<file path="src/rtl/mic_pkg.sv">
// mic_pkg: MIC packet-type codes, header field positions and a header pack helper shared by requesters and responders
package mic_pkg;
  localparam logic [1:0] PKT_READ  = 2'b00;
  localparam logic [1:0] PKT_WRITE = 2'b01;
  localparam logic [1:0] PKT_RDATA = 2'b10;
  localparam logic [1:0] PKT_WRACK = 2'b11;
  localparam int BEN_HI  = 63;
  localparam int BEN_LO  = 59;
  localparam int SRC_HI  = 55;
  localparam int SRC_LO  = 48;
  localparam int LEN_HI  = 47;
  localparam int LEN_LO  = 40;
  localparam int TYPE_HI = 33;
  localparam int TYPE_LO = 32;
  localparam int ADDR_HI = 31;
  localparam int ADDR_LO = 3;
  function automatic logic [63:0] hdr_pack(input logic [4:0] ben, input logic [7:0] src, input logic [7:0] len,
                                           input logic [1:0] typ, input logic [28:0] addr);
    logic [63:0] h;
    h = '0;
    h[BEN_HI:BEN_LO]   = ben;
    h[SRC_HI:SRC_LO]   = src;
    h[LEN_HI:LEN_LO]   = len;
    h[TYPE_HI:TYPE_LO] = typ;
    h[ADDR_HI:ADDR_LO] = addr;
    return h;
  endfunction
endpackage

</file>
<file path="src/rtl/m_mic_req.sv">
// m_mic_req: single-outstanding MIC requester turning client read/write commands into MIC request/response packets
// Ports: clk; reset (async, active-low); cmd_* command handshake; wd_* write-data stream in; rd_* read-data stream out;
//        done/err completion pulses; O_T* request channel (out); I_T* response channel (in).
module m_mic_req
  import mic_pkg::*;
#(
  parameter logic [7:0] SRC_ID = 8'h00
) (
  input  logic        clk,
  input  logic        reset,
  input  logic        cmd_valid,
  output logic        cmd_ready,
  input  logic        cmd_write,
  input  logic [28:0] cmd_addr,
  input  logic [7:0]  cmd_len,
  input  logic [4:0]  cmd_ben,
  input  logic        wd_valid,
  output logic        wd_ready,
  input  logic [63:0] wd_data,
  output logic        rd_valid,
  input  logic        rd_ready,
  output logic [63:0] rd_data,
  output logic        rd_last,
  output logic        done,
  output logic        err,
  output logic        O_TVALID,
  input  logic        O_TREADY,
  output logic [63:0] O_TDATA,
  output logic        O_TLAST,
  input  logic        I_TVALID,
  output logic        I_TREADY,
  input  logic [63:0] I_TDATA,
  input  logic        I_TLAST
);
  typedef enum logic [2:0] {IDLE, REQ_HDR, REQ_DATA, RESP_HDR, RESP_DATA, DRAIN} state_e;
  state_e      state_q, state_d;
  logic        wr_q, wr_d;
  logic [28:0] addr_q, addr_d;
  logic [7:0]  len_q, len_d;
  logic [4:0]  ben_q, ben_d;
  logic [8:0]  cnt_q, cnt_d;
  logic        eflag_q, eflag_d, done_q, done_d, err_q, err_d;
  logic        at_len, hdr_ok;
  assign at_len    = cnt_q == {1'b0, len_q};
  assign hdr_ok    = I_TDATA[SRC_HI:SRC_LO] == SRC_ID && I_TDATA[TYPE_HI:TYPE_LO] == (wr_q ? PKT_WRACK : PKT_RDATA);
  assign cmd_ready = state_q == IDLE;
  assign O_TVALID  = state_q == REQ_HDR || (state_q == REQ_DATA && wd_valid);
  assign O_TDATA   = state_q == REQ_HDR ? hdr_pack(ben_q, SRC_ID, wr_q ? 8'h00 : len_q, wr_q ? PKT_WRITE : PKT_READ, addr_q)
                   : state_q == REQ_DATA ? wd_data : '0;
  assign O_TLAST   = state_q == REQ_HDR ? !wr_q : (state_q == REQ_DATA && at_len);
  assign wd_ready  = state_q == REQ_DATA && O_TREADY;
  assign I_TREADY  = state_q == RESP_HDR || state_q == DRAIN || (state_q == RESP_DATA && rd_ready);
  assign rd_valid  = state_q == RESP_DATA && I_TVALID;
  assign rd_data   = state_q == RESP_DATA ? I_TDATA : '0;
  assign rd_last   = state_q == RESP_DATA && I_TLAST;
  assign done      = done_q;
  assign err       = err_q;
  always_comb begin
    state_d = state_q;
    wr_d    = wr_q;
    addr_d  = addr_q;
    len_d   = len_q;
    ben_d   = ben_q;
    cnt_d   = cnt_q;
    eflag_d = eflag_q;
    done_d  = 1'b0;
    err_d   = 1'b0;
    case (state_q)
      IDLE: if (cmd_valid) begin
        wr_d    = cmd_write;
        addr_d  = cmd_addr;
        len_d   = cmd_len;
        ben_d   = cmd_ben;
        eflag_d = 1'b0;
        state_d = REQ_HDR;
      end
      REQ_HDR: if (O_TREADY) begin
        cnt_d   = '0;
        state_d = wr_q ? REQ_DATA : RESP_HDR;
      end
      REQ_DATA: if (wd_valid && O_TREADY) begin
        cnt_d   = cnt_q + 9'd1;
        state_d = at_len ? RESP_HDR : REQ_DATA;
      end
      RESP_HDR: if (I_TVALID) begin
        if (hdr_ok && wr_q && I_TLAST) begin
          done_d  = 1'b1;
          state_d = IDLE;
        end else if (hdr_ok && !wr_q && !I_TLAST) begin
          cnt_d   = '0;
          state_d = RESP_DATA;
        end else begin
          eflag_d = 1'b1;
          done_d  = I_TLAST;
          err_d   = I_TLAST;
          state_d = I_TLAST ? IDLE : DRAIN;
        end
      end
      RESP_DATA: if (I_TVALID && rd_ready) begin
        cnt_d   = cnt_q + 9'd1;
        // an overrun beat is flagged so a later counter wrap cannot hide it
        eflag_d = eflag_q || (at_len && !I_TLAST);
        done_d  = I_TLAST;
        err_d   = I_TLAST && (eflag_q || !at_len);
        state_d = I_TLAST ? IDLE : RESP_DATA;
      end
      DRAIN: if (I_TVALID && I_TLAST) begin
        done_d  = 1'b1;
        err_d   = 1'b1;
        state_d = IDLE;
      end
      default: state_d = IDLE;
    endcase
  end
  always_ff @(posedge clk or negedge reset) begin
    if (!reset) begin
      state_q <= IDLE;
      wr_q    <= 1'b0;
      addr_q  <= '0;
      len_q   <= '0;
      ben_q   <= '0;
      cnt_q   <= '0;
      eflag_q <= 1'b0;
      done_q  <= 1'b0;
      err_q   <= 1'b0;
    end else begin
      state_q <= state_d;
      wr_q    <= wr_d;
      addr_q  <= addr_d;
      len_q   <= len_d;
      ben_q   <= ben_d;
      cnt_q   <= cnt_d;
      eflag_q <= eflag_d;
      done_q  <= done_d;
      err_q   <= err_d;
    end
  end
endmodule

</file>
<file path="config.mk">
export PLATFORM = sky130hd
export DESIGN_NAME = m_mic_req
export DESIGN_NICKNAME = d
export VERILOG_FILES = /design/src/rtl/mic_pkg.sv /design/src/rtl/m_mic_req.sv
export SDC_FILE = /design/constraint.sdc
export NUM_CORES = 1
export LEC_CHECK = 0
export ABC_AREA = 1
export ABC_CLOCK_PERIOD_IN_PS = 1500
export CAP_MARGIN = 20
export CORE_AREA = 2 2 124 126
export CTS_BUF_LIST = sky130_fd_sc_hd__clkbuf_2 sky130_fd_sc_hd__clkbuf_4 sky130_fd_sc_hd__clkbuf_8
export DETAILED_ROUTE_END_ITERATION = 6
export DIE_AREA = 0 0 126 128
export HOLD_SLACK_MARGIN = 0.06
export PLACE_DENSITY = 0.82
export SYNTH_ARGS = -nofsm -noshare
export SYNTH_HDL_FRONTEND = slang
export SYNTH_SLANG_ARGS = --single-unit
</file>
<file path="constraint.sdc">
create_clock -name clk -period 1.5 [get_ports clk]
set_input_delay 0.3 -clock clk [delete_from_list [all_inputs] [get_ports clk]]
set_output_delay 0.3 -clock clk [all_outputs]
set_load 0.005 [all_outputs]
</file>
==> impl_results.md <==
* Crit-path max cell delay at 0.44 ns
* Largest net degree at the start of global routing at 42
* Die Wd at 126 um
* Worst Skew at 0.00522 ns
* Max stage delay cell, worst path: dfrtp_2
* CP cell instances: buf_6, nor3_4, buf_6, buf_12, buf_8, inv_8, clkbuf_16, nor2_2, buf_2
* Syn_nets at 720
* Sequential area share after synthesis at 36.5%
* Setup WS pre-CTS at -0.615 ns
* Leakage at 4.77 nW
* CP Max Fanout at 6
* Post-route cell area at 9280 um2
* Final ANT Viol Nets at 0
* Via density at 4.47
* WHS at 0.282 ns
* Top Ports at 316
* Die Height at 128 um
* Total GRT Usage at 19.6%
* Num CTS Buffers at 9
* Req. time, crit path at 1.20 ns
* Drt pass-1 iters at 4
* CTS clk-pin slew, worst paths at 0.06 ns
* Share of the synthesized area in the top cell type at 36.5%
* Yosys Warn Count at 0
* Initial antenna violation count at 0
* WL/cell at 16.5 um
* Mean post-synth cell area at 7.36 um2
* Crit Path Category: flip-flop to output pin
* Max-slew violations at 0
* Setup WS post-layout at -0.677 ns
* Netlist cell types at 32
* Max Buffers Root-to-Sink at 2
* Synthesized area at 3970 um2
* Via count at 5,235
* Failing checks: setup timing
* FF-to-FF path depth at 14
* Crit path buffers/inverters at 7
* Gr ovfl total at 0
* Final HPWL DP at 12,500 um
* Cell mode on critical path: buf_6
* Placed insts at 1,087
* Row Count at 45
* Max-Cap Viols at 0
* Antenna diodes at 0
* WL final at 19,300 um
* CTS root buf: clkbuf_8
* Slew @ Worst Pin at 0.496 ns
* Max H-tree Level at 3
* Status: complete, but fails checks
* Initial Util at 26.7%
* DR iter-0 viols at 143
* Final Critical Period at 2.18 ns
* Startpoint class of the critical path: flip-flop
* Die area at 16,100 um2
* CP endpoint kind: output pin
* RSZ-0062 raised after global routing: true
* Final setup TNS at -78.17 ns
* Layout cells sized above 1 at 48.3%
* # setup viols final at 192
* Worst vdd ir at 1280 uV
* Post-route insts no fill at 1,171
* DP Area at 7810 um2
* Reg2reg end: cnt_q[6]$_DFFE_PN0P_
* Fin crit share at 145%
* Fmax at 459 MHz
* Residual DRC at 0
* First-pass GRT wire length at 25,300 um
* Synth top area cells: dfrtp_1 37%, nor2_1 11%, inv_1 11%
* R2R setup slack at -0.51 ns
* Largest area contributor in the netlist: dfrtp_1
* Hold Vio Cnt, Final at 0
* Power Density at 1440 nW/um2
* CP delay by family, top: buffers and inverters
* Slew headroom at 67.0%
* Core region area at 14,900 um2
* P&R area growth vs syn at 133%
* Worst EP arrival at 1.88 ns
* Yosys reg bits at 58
* Fin nets at 1,159
* CTS tree: done
* Synth Instances at 540
* GPL Wtd Cong at 0.844
* Clk_lat worst skew at 0.33 ns
* Min-Delay Path Class: input port to asynchronous set/reset pin
* FF-to-FF Start: state_q[0]$_DFFE_PN0P_
* # port buffers at 315
* Number of global-route vias before repair at 4,980
* Num Clock Sinks at 58
-- where the power goes --
group          switching [W]  internal, W  total (W)
sequential          0.000424      0.00224    0.00266
combinational        0.00413      0.00512    0.00925
clock               0.000606     0.000835    0.00144
total                0.00516      0.00819     0.0134
-- logic make-up (layout without fill, tap and decap cells) --
logic type      Yosys count  after routing  share of synthesized area [%]
fa+ha+maj                 1              1                          0.315
simple gates            222            226                           23.5
xor+xnor                  3              3                          0.661
mux                      35             35                           9.92
compound gates           77             77                           14.2
buf+inv                 144            583                           14.9
flops                    58             58                           36.5
-- worst max-delay path by stage --
stage	from	to	slack, ns	depth (start not counted)
2_1_floorplan	state_q[2]$_DFFE_PN0P_	O_TDATA[27]	-0.03	6
3_3_place_gp	cnt_q[2]$_DFFE_PN0P_	O_TLAST	-0.56	6
3_5_place_dp	state_q[0]$_DFFE_PN0P_	O_TDATA[17]	-0.62	4
4_1_cts	state_q[2]$_DFFE_PN0P_	O_TDATA[26]	-0.67	7
5_1_grt	state_q[0]$_DFFE_PN0P_	O_TDATA[35]	-0.72	9
6_report	state_q[0]$_DFFE_PN0P_	O_TDATA[35]	-0.68	9
-- state kept, by name, indices dropped and copies added, names as in the netlist --
name     flops
done         1
wr_q         1
eflag_q      1
ben_q        5
err          1
addr_q      29
cnt_q        9
len_q        8
state_q      3
-- placed cells by master (no fill, tap or decap), types with 7 or more instances in the layout --
master           netlist  routed
clkdlybuf4s50_1        0     177
buf_2                  7     112
inv_1                115     111
dfrtp_1               58      55
buf_4                  0      55
nor2_4                 2      53
nand2_1               67      53
buf_6                  4      51
nor2_1               116      35
mux2_2                35      35
a22o_1                34      34
nor2_2                 1      31
nand3_1               21      18
buf_12                 0      17
nand2_4                3      16
o21ai_2               10      15
a21oi_2                0      10
clkbuf_8               0      10
clkbuf_16              0      10
nand2_2                6       8
buf_8                  1       8
clkbuf_2               0       7
-- what timing repair did --
item                                    CTS  global route
cloned                                    5            20
pin swaps                                16            31
resized for setup                       432           375
hold endpoints to repair                 26             0
endpoints found under the setup margin  191           195
hold buffers                              1             0
setup buffers                            21            29
-- worst register-to-register path: stages, from the launching register on --
cell and delay [ns]:
dfrtp_2 0.44, buf_6 0.13, nor3_4 0.20, buf_6 0.16
buf_12 0.11, buf_8 0.10, inv_8 0.04, buf_6 0.13
nand3_2 0.06, nand2_2 0.06, nor2_4 0.10, buf_12 0.14
nand2_8 0.09, nand2_2 0.09, o21ai_2 0.05
-- layer usage --
layer	share of wire (%)	vias up	GRT usage, %
met5	0	-	0
met4	1.6	0	5.49
met3	4.5	27	4.67
met2	53	153	34.1
met1	41	2491	24.3
li1	-	2564	-
-- per-stage QoR --
step           utilization (%)  total power [W]
2_1_floorplan                -          0.00571
4_1_cts                   54.7           0.0116
3_5_place_dp              52.6          0.00949
6_report                  62.4           0.0134
3_3_place_gp              52.6          0.00937
5_1_grt                   62.4           0.0142
-- synthesized netlist by cell type --
cell type and count:
nor2_1 116, inv_1 115, nand2_1 67, dfrtp_1 58, mux2_2 35, a22o_1 34
nand3_1 21, a21oi_1 15, o21ai_0 12, o21ai_2 10, clkbuf_1 8, buf_2 7
nand2_2 6, inv_2 5, buf_1 4, buf_6 4, nand2_4 3, xor2_1 3
nand3b_1 2, nor2_4 2, nor3_1 2, a31o_2 1, a31oi_1 1, a32o_1 1
buf_8 1, ha_1 1, nor2_2 1, nor3_2 1, o211ai_1 1, o21ai_1 1
o21bai_1 1, or2_2 1
-- layout make-up --
cell class | count | area (um2)
Multi-Input combinational cell | 342 | 2690
Tap cell | 188 | 235
Sequential cell | 58 | 1460
Timing Repair Buffer | 448 | 4240
Clock buffer | 12 | 153
Fill cell | 1284 | 5590
Inverter | 120 | 463
Clock inverter | 3 | 40.0
Power figures use the tool's default switching activity.
